--- src/rtl/bcd_updown_counter.sv ---
// bcd_updown_counter: DIGITS cascaded digits of DIGIT_W bits, each wrapping at
// RADIX, with 74169-style control (sync load, active-low ENP/ENT, U/D,
// active-low ripple carry) and a sticky wrap flag.
module bcd_updown_counter #(
    parameter int DIGIT_W = 4,
    parameter int DIGITS  = 2,
    parameter int RADIX   = 10
) (
    input  logic                      clk,
    input  logic                      rst_n,
    input  logic [DIGITS*DIGIT_W-1:0] d,
    input  logic                      load_n,
    input  logic                      enp_n,
    input  logic                      ent_n,
    input  logic                      up_dn,
    input  logic                      clr_wrap,
    output logic [DIGITS*DIGIT_W-1:0] q,
    output logic                      rco_n,
    output logic                      wrap
);

    localparam int N = DIGITS * DIGIT_W;
    localparam logic [DIGIT_W-1:0] DIG_MAX  = DIGIT_W'(RADIX - 1);
    localparam logic [DIGIT_W-1:0] DIG_ZERO = DIGIT_W'(0);
    localparam logic [DIGIT_W-1:0] DIG_ONE  = DIGIT_W'(1);

    logic [N-1:0] q_r;
    logic [N-1:0] q_step_s;
    logic [N-1:0] q_next_s;
    logic         wrap_r;
    logic         wrap_next_s;
    logic         count_s;
    logic         top_carry_s;
    logic         term_s;

    // Counting needs both enables low and no load pending.
    assign count_s = load_n & ~enp_n & ~ent_n;

    // Ripple the carry (up) or borrow (down) from digit 0 to the top digit.
    always_comb begin : step_chain
        logic               cin;
        logic [DIGIT_W-1:0] dig;
        q_step_s = q_r;
        cin      = 1'b1;
        dig      = DIG_ZERO;
        for (int i = 0; i < DIGITS; i++) begin
            dig = q_r[i*DIGIT_W +: DIGIT_W];
            if (!cin) begin
                q_step_s[i*DIGIT_W +: DIGIT_W] = dig;
                cin = 1'b0;
            end else if (up_dn) begin
                // Out-of-range digits also collapse to zero with a carry.
                if (dig >= DIG_MAX) begin
                    q_step_s[i*DIGIT_W +: DIGIT_W] = DIG_ZERO;
                    cin = 1'b1;
                end else begin
                    q_step_s[i*DIGIT_W +: DIGIT_W] = dig + DIG_ONE;
                    cin = 1'b0;
                end
            end else begin
                if (dig == DIG_ZERO) begin
                    q_step_s[i*DIGIT_W +: DIGIT_W] = DIG_MAX;
                    cin = 1'b1;
                end else if (dig > DIG_MAX) begin
                    // Out-of-range digit snaps to the top legal value, no borrow.
                    q_step_s[i*DIGIT_W +: DIGIT_W] = DIG_MAX;
                    cin = 1'b0;
                end else begin
                    q_step_s[i*DIGIT_W +: DIGIT_W] = dig - DIG_ONE;
                    cin = 1'b0;
                end
            end
        end
        top_carry_s = cin;
    end

    // Terminal value: all digits at RADIX-1 going up, all zero going down.
    always_comb begin : terminal_detect
        term_s = 1'b1;
        for (int i = 0; i < DIGITS; i++) begin
            term_s = term_s & (q_r[i*DIGIT_W +: DIGIT_W] == (up_dn ? DIG_MAX : DIG_ZERO));
        end
    end

    assign rco_n = ~(~ent_n & term_s);

    // Next count: load has priority over count, otherwise hold.
    always_comb begin : next_count
        q_next_s = q_r;
        if (!load_n) begin
            q_next_s = d;
        end else if (count_s) begin
            q_next_s = q_step_s;
        end else begin
            q_next_s = q_r;
        end
    end

    // Sticky wrap: a wrapping count edge sets it and beats a simultaneous clear.
    always_comb begin : next_wrap
        wrap_next_s = wrap_r;
        if (count_s && top_carry_s) begin
            wrap_next_s = 1'b1;
        end else if (clr_wrap) begin
            wrap_next_s = 1'b0;
        end else begin
            wrap_next_s = wrap_r;
        end
    end

    // State registers with asynchronous clear.
    always_ff @(posedge clk or negedge rst_n) begin
        if (!rst_n) begin
            q_r    <= {N{1'b0}};
            wrap_r <= 1'b0;
        end else begin
            q_r    <= q_next_s;
            wrap_r <= wrap_next_s;
        end
    end

    assign q    = q_r;
    assign wrap = wrap_r;

endmodule

--- config.mk ---
export PLATFORM = sky130hd
export DESIGN_NAME = bcd_updown_counter
export DESIGN_NICKNAME = d
export VERILOG_FILES = /design/src/rtl/bcd_updown_counter.sv
export SDC_FILE = /design/constraint.sdc
export NUM_CORES = 1
export LEC_CHECK = 0
export CAP_MARGIN = 20
export CORE_UTILIZATION = 50
export DETAILED_ROUTE_END_ITERATION = 8
export DONT_BUFFER_PORTS = 1
export PLACE_DENSITY = 0.8
export SLEW_MARGIN = 15
export SYNTH_ARGS = -nofsm -noshare
export SYNTH_HDL_FRONTEND = slang
export SYNTH_SLANG_ARGS = --single-unit
--- constraint.sdc ---
create_clock -name clk -period 1.91 [get_ports clk]
set_input_delay 0.0955 -clock clk [delete_from_list [all_inputs] [get_ports clk]]
set_output_delay 0.0955 -clock clk [all_outputs]
set_load 0.1 [all_outputs]
# Yosys cells after proc, flatten, opt, wreduce, memory -nomap -nowiden
# Cells that the tools add are included.
[op_classes] bitwise_logic=7 muxes=21 add_sub_neg=4 order_cmp=4 eq_ne=4 n_reduce_logical=5
[op_table] op="$mux 4" count=10
[op_table] op="$mux 8" count=2
[op_table] op="$mux 1" count=9
[op_table] op="$add 4x1->4 const B" count=2
[op_table] op="$eq 4x4->1" count=2
[op_table] op="$ge 4x4->1 const B" count=2
[op_table] op="$gt 4x4->1 const B" count=2
[op_table] op="$logic_not 4->1" count=2
[op_table] op="$sub 4x1->4 const B" count=2
[op_table] op="$and 1x1->1" count=4
[op_table] op="$ne 2x1->1 const B" count=2
[op_table] op="$not 1->1" count=3
[op_table] op="$reduce_and 2->1" count=1
[op_table] op="$reduce_bool 2->1" count=1
[op_table] op="$logic_and 1x1->1" count=1
[totals] register_bits=9 input_bits=15

# Longest topological paths before layout
# Gate-level depths: netlist (run 1).
[depth] depth_word=7 mapped_depth=7 ltp_nobuf=7

# Worst setup path before layout (run 1)
# Ideal clock, no wire load.
[synth_timing] kind="register -> output" start="register q_r[7] (netlist: q[7])" end="output port rco_n" arrival_ns=2.508 stages_incl_launch_ff=6 required_ns=1.814 path_slack_ns=-0.694 path_cell_list="dfrtp_1 buf_2 and2_1 nand4_1 o21ai_0 nand4b_1"
[synth_via] elab_chain_len=4
[synth_rtl] element="start: declaration" line="27" source="logic [N-1:0] q_r;"
[synth_rtl] element="start signal: assignment" line="114" source="q_r <= {N{1'b0}};"
[synth_rtl] element="start signal: assignment" line="117" source="q_r <= q_next_s;"
[synth_rtl] element="$eq 4x4->1" line="81" source="term_s = term_s & (q_r[i*DIGIT_W +: DIGIT_W] == (up_dn ? DIG_MAX : DIG_ZERO));"
[synth_rtl] element="$and 1x1->1" line="81"
[synth_rtl] element="$and 1x1->1" line="85" source="assign rco_n = ~(~ent_n & term_s);"
[synth_rtl] element="$not 1->1" line="85"
[synth_rtl] element="end: declaration" line="18" source="output logic rco_n,"
# Every way passes these cells.

# Worst setup path in the final report (run 1)
[layout_timing] start="register q_r[1] (netlist: q[1])" end="register q_r[4] (netlist: q[4])"
[layout_via] elab_chain_len=5
[layout_rtl] element="$ge 4x4->1 / $logic_not 4->1 (equally long branches)" line="53, 61"
[layout_rtl] element="$mux 1 (on tied branches)" line="53, 61"
[layout_rtl] element="$mux 1 (*)" line="51" source="end else if (up_dn) begin"
[layout_rtl] element="$ne 2x1->1 (no line) (*)"
[layout_rtl] element="$reduce_and 2->1 (no line) (*)"
# Every way passes the cells marked *; elsewhere a longest branch is shown, timed or not.
# A chain may end at the register's enable or synchronous reset.

==> results of run 1 <==
## kinds of logic after synthesis
kind of cell | Yosys count
buf+inv | 15
xor+xnor | 1
compound gates | 37
fa+ha+maj | 7
simple gates | 47
flops | 9
mux | 3
## critical path, cell delays in order, from the launching register on
cell	delay, ns
dfrtp_4	0.49
inv_4	0.09
ha_4	0.14
or3b_4	0.38
and3_4	0.18
o21ai_4	0.19
mux2i_2	0.29
a31o_1	0.17
## worst max path at each step
stage	cells past startpoint	slack, ns	from	to
6_report	7	-0.08	q[1]	q[4]
5_1_grt	7	-0.12	q[1]	q[4]
4_1_cts	7	-0.08	q[0]	q[4]
3_5_place_dp	7	-0.08	q[0]	q[4]
3_3_place_gp	7	-0.06	q[0]	q[4]
2_1_floorplan	5	-0.19	q[7]	rco_n
## cell type report
| cell class | instances | area (µm²) | area share [%] |
|---|---|---|---|
| well taps | 25 | 31.3 | 2.49 |
| repair buffers | 23 | 185 | 14.7 |
| multi-input cells | 95 | 726 | 57.7 |
| flip-flops and latches | 9 | 250 | 19.9 |
| inverters | 8 | 38.8 | 3.08 |
| clock buffers | 4 | 26.3 | 2.09 |
## registers in the layout, summed over array words and instances, names as in the netlist
| register | cells |
|---|---|
| wrap | 1 |
| q | 8 |
## metal layers
layer,vias to the layer above,track usage (%)
met5,-,0
met4,0,10.6
met3,2,1.98
met2,57,36.3
met1,474,38.9
li1,482,-
## stage by stage
| stage | area (µm²) | setup WS [ns] |
|---|---|---|
| after floorplan | 1030 | -0.191 |
| after global placement | 1110 | -0.0568 |
| after detailed placement | 1110 | -0.0771 |
| after CTS | 1210 | -0.0758 |
| after global routing | 1260 | -0.116 |
| final | 1260 | -0.0811 |
## cell usage in the layout (no fill, tap or decap), drive strengths merged, types with 3 or more instances in the layout
cell / netlist / routed
dlygate4sd3: 0 / 5
dfrtp: 9 / 9
nor3: 5 / 5
inv: 8 / 7
buf: 7 / 18
o21ai: 7 / 7
nor3b: 3 / 3
nand2b: 3 / 3
and3: 3 / 3
ha: 7 / 7
mux2i: 3 / 3
clkbuf: 0 / 4
nor2: 12 / 12
a21oi: 8 / 8
nand2: 9 / 9
## power breakdown
| part | internal [µW] | switching, µW |
|---|---|---|
| Combinational | 166 | 310 |
| Sequential | 222 | 46.4 |
| Clock | 80.2 | 62.5 |
| Total | 468 | 419 |
## what timing repair did
| item | CTS | global route |
|---|---|---|
| endpoints found under the hold margin | 16 | 3 |
| pin swaps | 4 | 4 |
| hold buffers | 4 | 1 |
| setup buffers | 4 | 0 |
| setup endpoints to repair | 2 | 6 |
| resized for setup | 1 | 8 |
==> flow_metrics.env, run 1 <==
export IMPL_worst_pin_slew_ns=0.390
export IMPL_synth_area_per_cell_um2=8.03
export IMPL_start_util_pct=54.2
export IMPL_syn_area_um2=956
export IMPL_maxCapViolations=0
export IMPL_dieWidth_um=45.7
export IMPL_port_buffers=0
export IMPL_yosys_warnings=0
export IMPL_rows=15
export IMPL_r2r_end="q[4]"
export IMPL_drive_gt1_share_pct=34.5
export IMPL_rsz0062_at_grt="true"
export IMPL_drt_pre_antenna_iters=4
export IMPL_post_dp_hpwl_um=1820
export IMPL_dp_cells=151
export IMPL_r2r_start="q[1]"
export IMPL_status="finished with violations"
export IMPL_powerDensity_mw_per_mm2=706
export IMPL_setup_violations_final=1
export IMPL_fillerInstances=139
export IMPL_syn2layout_area_growth_pct=31.5
export IMPL_pin_count=25
export IMPL_htreeDepth=1
export IMPL_layout_nets=162
export IMPL_hold_path_cell_count=2
export IMPL_synth_top_family_by_area="compound AO/OA/AOI/OAI gates"
export IMPL_dr_wl_met3_um=241
export IMPL_timing_final_crit_period_ns=1.99
export IMPL_wl_met1_um=1080
export IMPL_slew_violations=0
export IMPL_final_period_utilization_pct=104
export IMPL_cts_root_buffer="clkbuf_4"
export IMPL_synthXorXnorAreaFrac_pct=0.916
export IMPL_setup_tns_ns=-0.0811
export IMPL_r2r_slack_ns=-0.08
export IMPL_path_class="reg2reg"
export IMPL_diodes=0
export IMPL_wl_per_cell_um=15.3
export IMPL_synth_fp_nets=141
export IMPL_syn_inst=119
export IMPL_wl_met2_um=1190
export IMPL_grt_max_degree=22
export IMPL_skew_ns=0.000405
export IMPL_startpoint_type="register"
export IMPL_cp_max_fo=4
export IMPL_vias=1015
export IMPL_ys_ff_latch=9
export IMPL_stdcell_count=164
export IMPL_die_y_um=45.7
export IMPL_critPathCaptureType="register"
export IMPL_hp_class="in2reg"
export IMPL_synthTopCellsByArea="dfrtp_1, ha_1, nor2_1, a21oi_1, nand2_1"
export IMPL_ir_drop_mv=0.598
export IMPL_synth_flop_cell="dfrtp_1"
export IMPL_arrival_ns=2.19
export IMPL_wirelength_um=2520
export IMPL_die_area_mm2=0.00209
export IMPL_place_gp_congestion=0.870
export IMPL_ant_nets=0
export IMPL_cts_sinks=9
export IMPL_min_from="d[2]"
export IMPL_relSlewSlack_pct=73.9
export IMPL_drt_initial_drc_count=54
export IMPL_dr_max_layer_used="met4"
export IMPL_gr_total_overflow=0
export IMPL_synthTopCellsByCount="nor2_1, dfrtp_1, nand2_1"
export IMPL_synth_edf_count=0
export IMPL_track_usage_pct=25.4
export IMPL_clock_latency_ns=0.26
export IMPL_post_drt_via_cell_ratio=6.19
export IMPL_clk_path_buf_depth=2
export IMPL_drc_errors=0
export IMPL_synth_seq_area_share_pct=23.6
export IMPL_synth_most_common_cell="nor2_1"
export IMPL_fmax_mhz=502
export IMPL_yosysUniqueCellTypes=48
export IMPL_synthAdderAreaFrac_pct=9.16
export IMPL_hold_ws_ns=-0.0192
export IMPL_numCtsBuffers=3
export IMPL_synth_largest_area_cell="dfrtp_1"
export IMPL_async_flop_share_pct=100
export IMPL_cts_tree="built"
export IMPL_critPathRequiredTime_ns=2.11
export IMPL_finalPower_uw=888
export IMPL_synth_compound_area_share_pct=28.1
export IMPL_cts_reportedPaths_clkPinSlew_ns=0.05
export IMPL_grt_pass1_vias=857
export IMPL_muxShareOfSynthArea_pct=3.14
export IMPL_antenna_found_initial=0
export IMPL_hold_viol_final=1
export IMPL_timing_final_ws_setup_ns=-0.0811
export IMPL_final_core_util_pct=71.3
export IMPL_design_core_area_mm2=0.00176
export IMPL_grt_pass1_wl_um=3820
export IMPL_synthSimpleGateAreaFrac_pct=27.5
export IMPL_power_leakage_uw=0.000500
export IMPL_r2r_cells=7
export IMPL_min_to="q[2]"
export IMPL_synth_top_cell_area_share_pct=23.6
export IMPL_violations="hold timing, setup timing"
No activity file was read; power rests on OpenSTA's default activity.
==> inputs of run 2 (changes only) <==
==> constraint.sdc (replaced) <==
create_clock -name clk -period 1.91 [get_ports clk]
set_input_delay 0.382 -clock clk [delete_from_list [all_inputs] [get_ports clk]]
set_output_delay 0.382 -clock clk [all_outputs]
set_load 0.1 [all_outputs]
==> flow_metrics.env, run 2 (synthesis gave the netlist of run 1 again) <==
export IMPL_status="finished with violations"
export IMPL_violations="setup timing"
export IMPL_timing_final_crit_period_ns=1.98
export IMPL_cpMaxStageDelayCell="dfrtp_4"
export IMPL_final_cell_mix="buf_4, nor2_1, nand2_1, a21oi_1, dfrtp_4"
export IMPL_wl_met2_um=1320
export IMPL_layout_nets=158
export IMPL_mostFrequentLayoutCell="buf_4"
export IMPL_drc_errors=0
export IMPL_startpoint_type="register"
export IMPL_gr_total_overflow=0
export IMPL_fmax_mhz=505
export IMPL_die_area_mm2=0.00209
export IMPL_syn2layout_area_growth_pct=32.5
export IMPL_fillerInstances=130
export IMPL_drive_gt1_share_pct=37.8
export IMPL_path_class="reg2reg"
export IMPL_grt_pass1_wl_um=4180
export IMPL_drt_pre_antenna_iters=4
export IMPL_wl_per_cell_um=17.2
export IMPL_final_period_utilization_pct=104
export IMPL_place_gp_congestion=0.904
export IMPL_r2r_start="q[0]"
export IMPL_vias=1018
export IMPL_min_from="load_n"
export IMPL_dr_max_layer_used="met4"
export IMPL_setup_worst_path_start="q[0]"
export IMPL_cts_root_buffer="clkbuf_4"
export IMPL_skew_ns=0.00389
export IMPL_largest_reg_flops=8
export IMPL_critPathMaxStageDelay_ns=0.51
export IMPL_rows=15
export IMPL_design_core_area_mm2=0.00176
export IMPL_ir_drop_mv=0.635
export IMPL_stdcell_count=160
export IMPL_pin_count=25
export IMPL_relSlewSlack_pct=67.6
export IMPL_antenna_found_initial=0
export IMPL_hp_class="in2reg"
export IMPL_setup_violations_final=5
export IMPL_critPathCaptureType="register"
export IMPL_power_leakage_uw=0.000504
export IMPL_drt_initial_drc_count=39
export IMPL_ant_nets=0
export IMPL_diodes=0
export IMPL_clock_latency_ns=0.26
export IMPL_rsz0062_at_grt="true"
export IMPL_numCtsBuffers=3
export IMPL_die_y_um=45.7
export IMPL_dp_cells=150
export IMPL_slew_violations=0
export IMPL_cp_max_fo=4
export IMPL_cts_reportedPaths_clkPinSlew_ns=0.06
export IMPL_grt_pass1_vias=955
export IMPL_maxCapViolations=0
export IMPL_start_util_pct=54.2
export IMPL_hold_viol_final=0
export IMPL_dr_wl_met3_um=160
export IMPL_critPathRequiredTime_ns=2.10
export IMPL_crit_chain="buf_6 -> ha_4 -> or3b_4 -> and3_4 -> o21ai_4 -> mux2i_1 -> a31o_1"
export IMPL_wirelength_um=2750
export IMPL_wl_met1_um=1170
export IMPL_powerDensity_mw_per_mm2=708
export IMPL_dieWidth_um=45.7
export IMPL_arrival_ns=2.17
export IMPL_post_dp_hpwl_um=1860
export IMPL_pre_cts_slack_ns=-0.0131
export IMPL_worst_pin_slew_ns=0.472
export IMPL_track_usage_pct=28.1
export IMPL_clk_path_buf_depth=2
export IMPL_port_buffers=0
export IMPL_timing_final_ws_setup_ns=-0.0691
export IMPL_cts_tree="built"
export IMPL_post_drt_via_cell_ratio=6.36
export IMPL_grt_max_degree=22
export IMPL_cts_sinks=9
export IMPL_htreeDepth=1
==> run 2: cell types whose count changed in the layout (fill, tap and decap cells not counted), moves of 2 or more <==
cell | before | now
buf_4 | 18 | 13
buf_6 | 0 | 4
dlygate4sd3_1 | 5 | 1
o221ai_1 | 2 | 0
o221ai_2 | 0 | 2
==> run 2: metal layers <==
layer / GRT usage (%) / up-vias
li1: - / 472
met1: 37.3 / 478
met5: 0 / -
met2: 42.6 / 56
met4: 17.1 / 0
met3: 4.37 / 12
==> run 2: area by class of cell <==
cell class	instances	area [µm²]	area share, %
Clock buffer	4	26.3	2.08
Inverter	8	35.0	2.77
Timing Repair Buffer	19	173	13.6
Multi-Input combinational cell	95	751	59.3
Tap cell	25	31.3	2.47
Sequential cell	9	250	19.8
==> run 2: critical path: cells and delay by family (launching register included) <==
kind / cells / cell delay, ns
buffers and inverters: 1 / 0.13
multiplexers: 1 / 0.22
flip-flops: 1 / 0.51
AND/OR/NAND/NOR: 2 / 0.56
AO/OA/AOI/OAI: 2 / 0.35
adder cells (fa/ha/maj): 1 / 0.15
==> run 2: path summary, 6_finish.rpt <==
kind                            endpoint  slack (ns)  cells after the start
min in group asynchronous           q[4]        0.47                      1
max in group asynchronous           q[5]        1.14                      1
worst max-delay path                q[4]       -0.07                      7
worst max register to register      q[4]       -0.07                      7
worst min register to register      q[0]        0.57                      1
worst min-delay path                q[2]        0.20                      1
==> run 2: stage by stage <==
step	cell area, µm²	hold slack [ns]	total power, µW	setup TNS, ns	util (%)
after floorplan	1030	0.0864	622	-0.751	-
after global placement	1110	0.0866	674	0	63.2
after detailed placement	1110	0.0866	690	-0.0131	63.2
after CTS	1210	0.190	862	-0.176	68.4
after global routing	1270	0.192	939	-0.469	71.8
final	1270	0.198	896	-0.141	71.8
==> run 2: timing repair <==
| item | CTS | global route |
|---|---|---|
| endpoints found under the hold margin | 9 | 0 |
| resized for setup | 9 | 8 |
| pin swaps | 2 | 5 |
| endpoints found under the setup margin | 3 | 8 |
| hold buffers | 1 | 0 |
| setup buffers | 2 | 3 |
==> run 2: power breakdown <==
group          internal [µW]  switching, µW
Combinational            165            312
Clock                   80.0           59.4
Sequential               222           57.1
==> inputs of run 3 (changes only) <==
PLACE_DENSITY = 0.73   (was 0.8)
==> flow_metrics.env, run 3 (synthesis gave the netlist of run 1 again) <==
export IMPL_port_buffers=0
export IMPL_hold_viol_final=0
export IMPL_cts_root_buffer="clkbuf_4"
export IMPL_diodes=0
export IMPL_maxCapViolations=0
export IMPL_drt_initial_drc_count=47
export IMPL_slew_violations=0
export IMPL_htreeDepth=1
export IMPL_layout_nets=155
export IMPL_setup_worst_path_start="q[0]"
export IMPL_power_leakage_uw=0.000492
export IMPL_antenna_found_initial=0
export IMPL_hp_class="in2reg"
export IMPL_violations="setup timing"
export IMPL_skew_ns=0.00221
export IMPL_place_gp_congestion=0.911
export IMPL_design_core_area_mm2=0.00176
export IMPL_pre_cts_slack_ns=0.00387
export IMPL_start_util_pct=54.2
export IMPL_dieWidth_um=45.7
export IMPL_powerDensity_mw_per_mm2=715
export IMPL_fmax_mhz=499
export IMPL_critPathRequiredTime_ns=2.10
export IMPL_path_class="reg2reg"
export IMPL_r2r_start="q[0]"
export IMPL_r2r_slack_ns=-0.09
export IMPL_hold_ws_ns=0.198
export IMPL_wl_per_cell_um=15.6
export IMPL_grt_max_degree=22
export IMPL_finalPower_uw=880
export IMPL_placed_area_mm2=0.00111
export IMPL_ir_drop_mv=0.598
export IMPL_r2r_cells=7
export IMPL_timing_final_ws_setup_ns=-0.0921
export IMPL_cts_sinks=9
export IMPL_relSlewSlack_pct=68.6
export IMPL_rsz0062_at_grt="true"
export IMPL_setup_violations_final=6
export IMPL_critPathCaptureType="register"
export IMPL_post_drt_via_cell_ratio=6.19
export IMPL_startpoint_type="register"
export IMPL_clock_latency_ns=0.26
export IMPL_timing_final_crit_period_ns=2.00
export IMPL_grt_pass1_vias=874
export IMPL_final_period_utilization_pct=105
export IMPL_pin_count=25
export IMPL_post_route_cell_area_mm2=0.00123
export IMPL_arrival_ns=2.20
export IMPL_numCtsBuffers=3
export IMPL_hold_path_cell_count=1
export IMPL_status="finished with violations"
export IMPL_clk_path_buf_depth=2
export IMPL_vias=972
export IMPL_min_from="load_n"
export IMPL_drive_gt1_share_pct=36.4
export IMPL_min_to="q[2]"
export IMPL_track_usage_pct=25.4
export IMPL_gr_total_overflow=0
export IMPL_drt_pre_antenna_iters=4
export IMPL_largest_reg_flops=8
export IMPL_final_cell_mix="nor2_1, buf_4, a21oi_1, nand2_1, dfrtp_4"
export IMPL_post_dp_hpwl_um=1790
export IMPL_grt_pass1_wl_um=3860
export IMPL_syn2layout_area_growth_pct=28.7
export IMPL_rows=15
export IMPL_drc_errors=0
export IMPL_die_y_um=45.7
export IMPL_cts_reportedPaths_clkPinSlew_ns=0.07
export IMPL_cp_max_fo=5
export IMPL_ant_nets=0
export IMPL_cts_tree="built"
export IMPL_worst_pin_slew_ns=0.469
export IMPL_r2r_end="q[4]"
export IMPL_wirelength_um=2460
export IMPL_mostFrequentLayoutCell="nor2_1"
export IMPL_die_area_mm2=0.00209
==> run 3: final cells by class <==
class,count,area [µm²]
multi-input combinational,95,728
fill,149,534
sequential,9,250
timing repair buffer,16,159
inverter,8,35.0
tap,25,31.3
clock buffer,4,26.3
==> run 3: timing repair <==
action	4_1_cts	5_1_grt
resized for setup	5	12
cloned	0	0
pin swaps	1	1
setup endpoints to repair	2	7
hold endpoints to repair	9	0
setup buffers	2	0
hold buffers	1	0
==> run 3: worst max path at each step <==
stage / endpoint / slack (ns) / depth (start not counted)
2_1_floorplan: rco_n / -0.48 / 5
3_3_place_gp: q[7] / 0.06 / 6
3_5_place_dp: q[4] / 0.004 / 7
4_1_cts: rco_n / -0.09 / 6
5_1_grt: q[6] / -0.14 / 7
6_report: q[4] / -0.09 / 7
==> run 3: worst max-delay path, stage by stage, from the launching register on <==
cell and delay [ns]:
dfrtp_4 0.52, buf_6 0.14, ha_4 0.15, or3b_4 0.38, and3_4 0.18, o21ai_4 0.20
mux2i_1 0.21, a31o_1 0.16
==> run 3: metal layers <==
layer / global-route usage [%] / wire, µm / vias up
met2: 36.6 / 1060 / 55
met5: 0 / 0 / -
met1: 40.0 / 1190 / 443
met3: 1.98 / 176 / 6
met4: 7.65 / 29 / 0
li1: - / - / 468
==> run 3: power by group <==
group	switching (µW)	leakage [µW]	total [µW]	internal, µW
registers	40.8	0.000100	262	222
clock network	71.6	0.0000150	152	80.6
logic	308	0.000377	465	157
==> run 3: through the flow <==
stage / TNS [ns] / cells / utilization, %
4_1_cts: -0.208 / 157 / 67.3
2_1_floorplan: -0.751 / 119 / -
5_1_grt: -0.581 / 157 / 69.7
3_3_place_gp: 0 / 150 / 63.2
3_5_place_dp: 0 / 150 / 63.2
6_report: -0.254 / 157 / 69.7
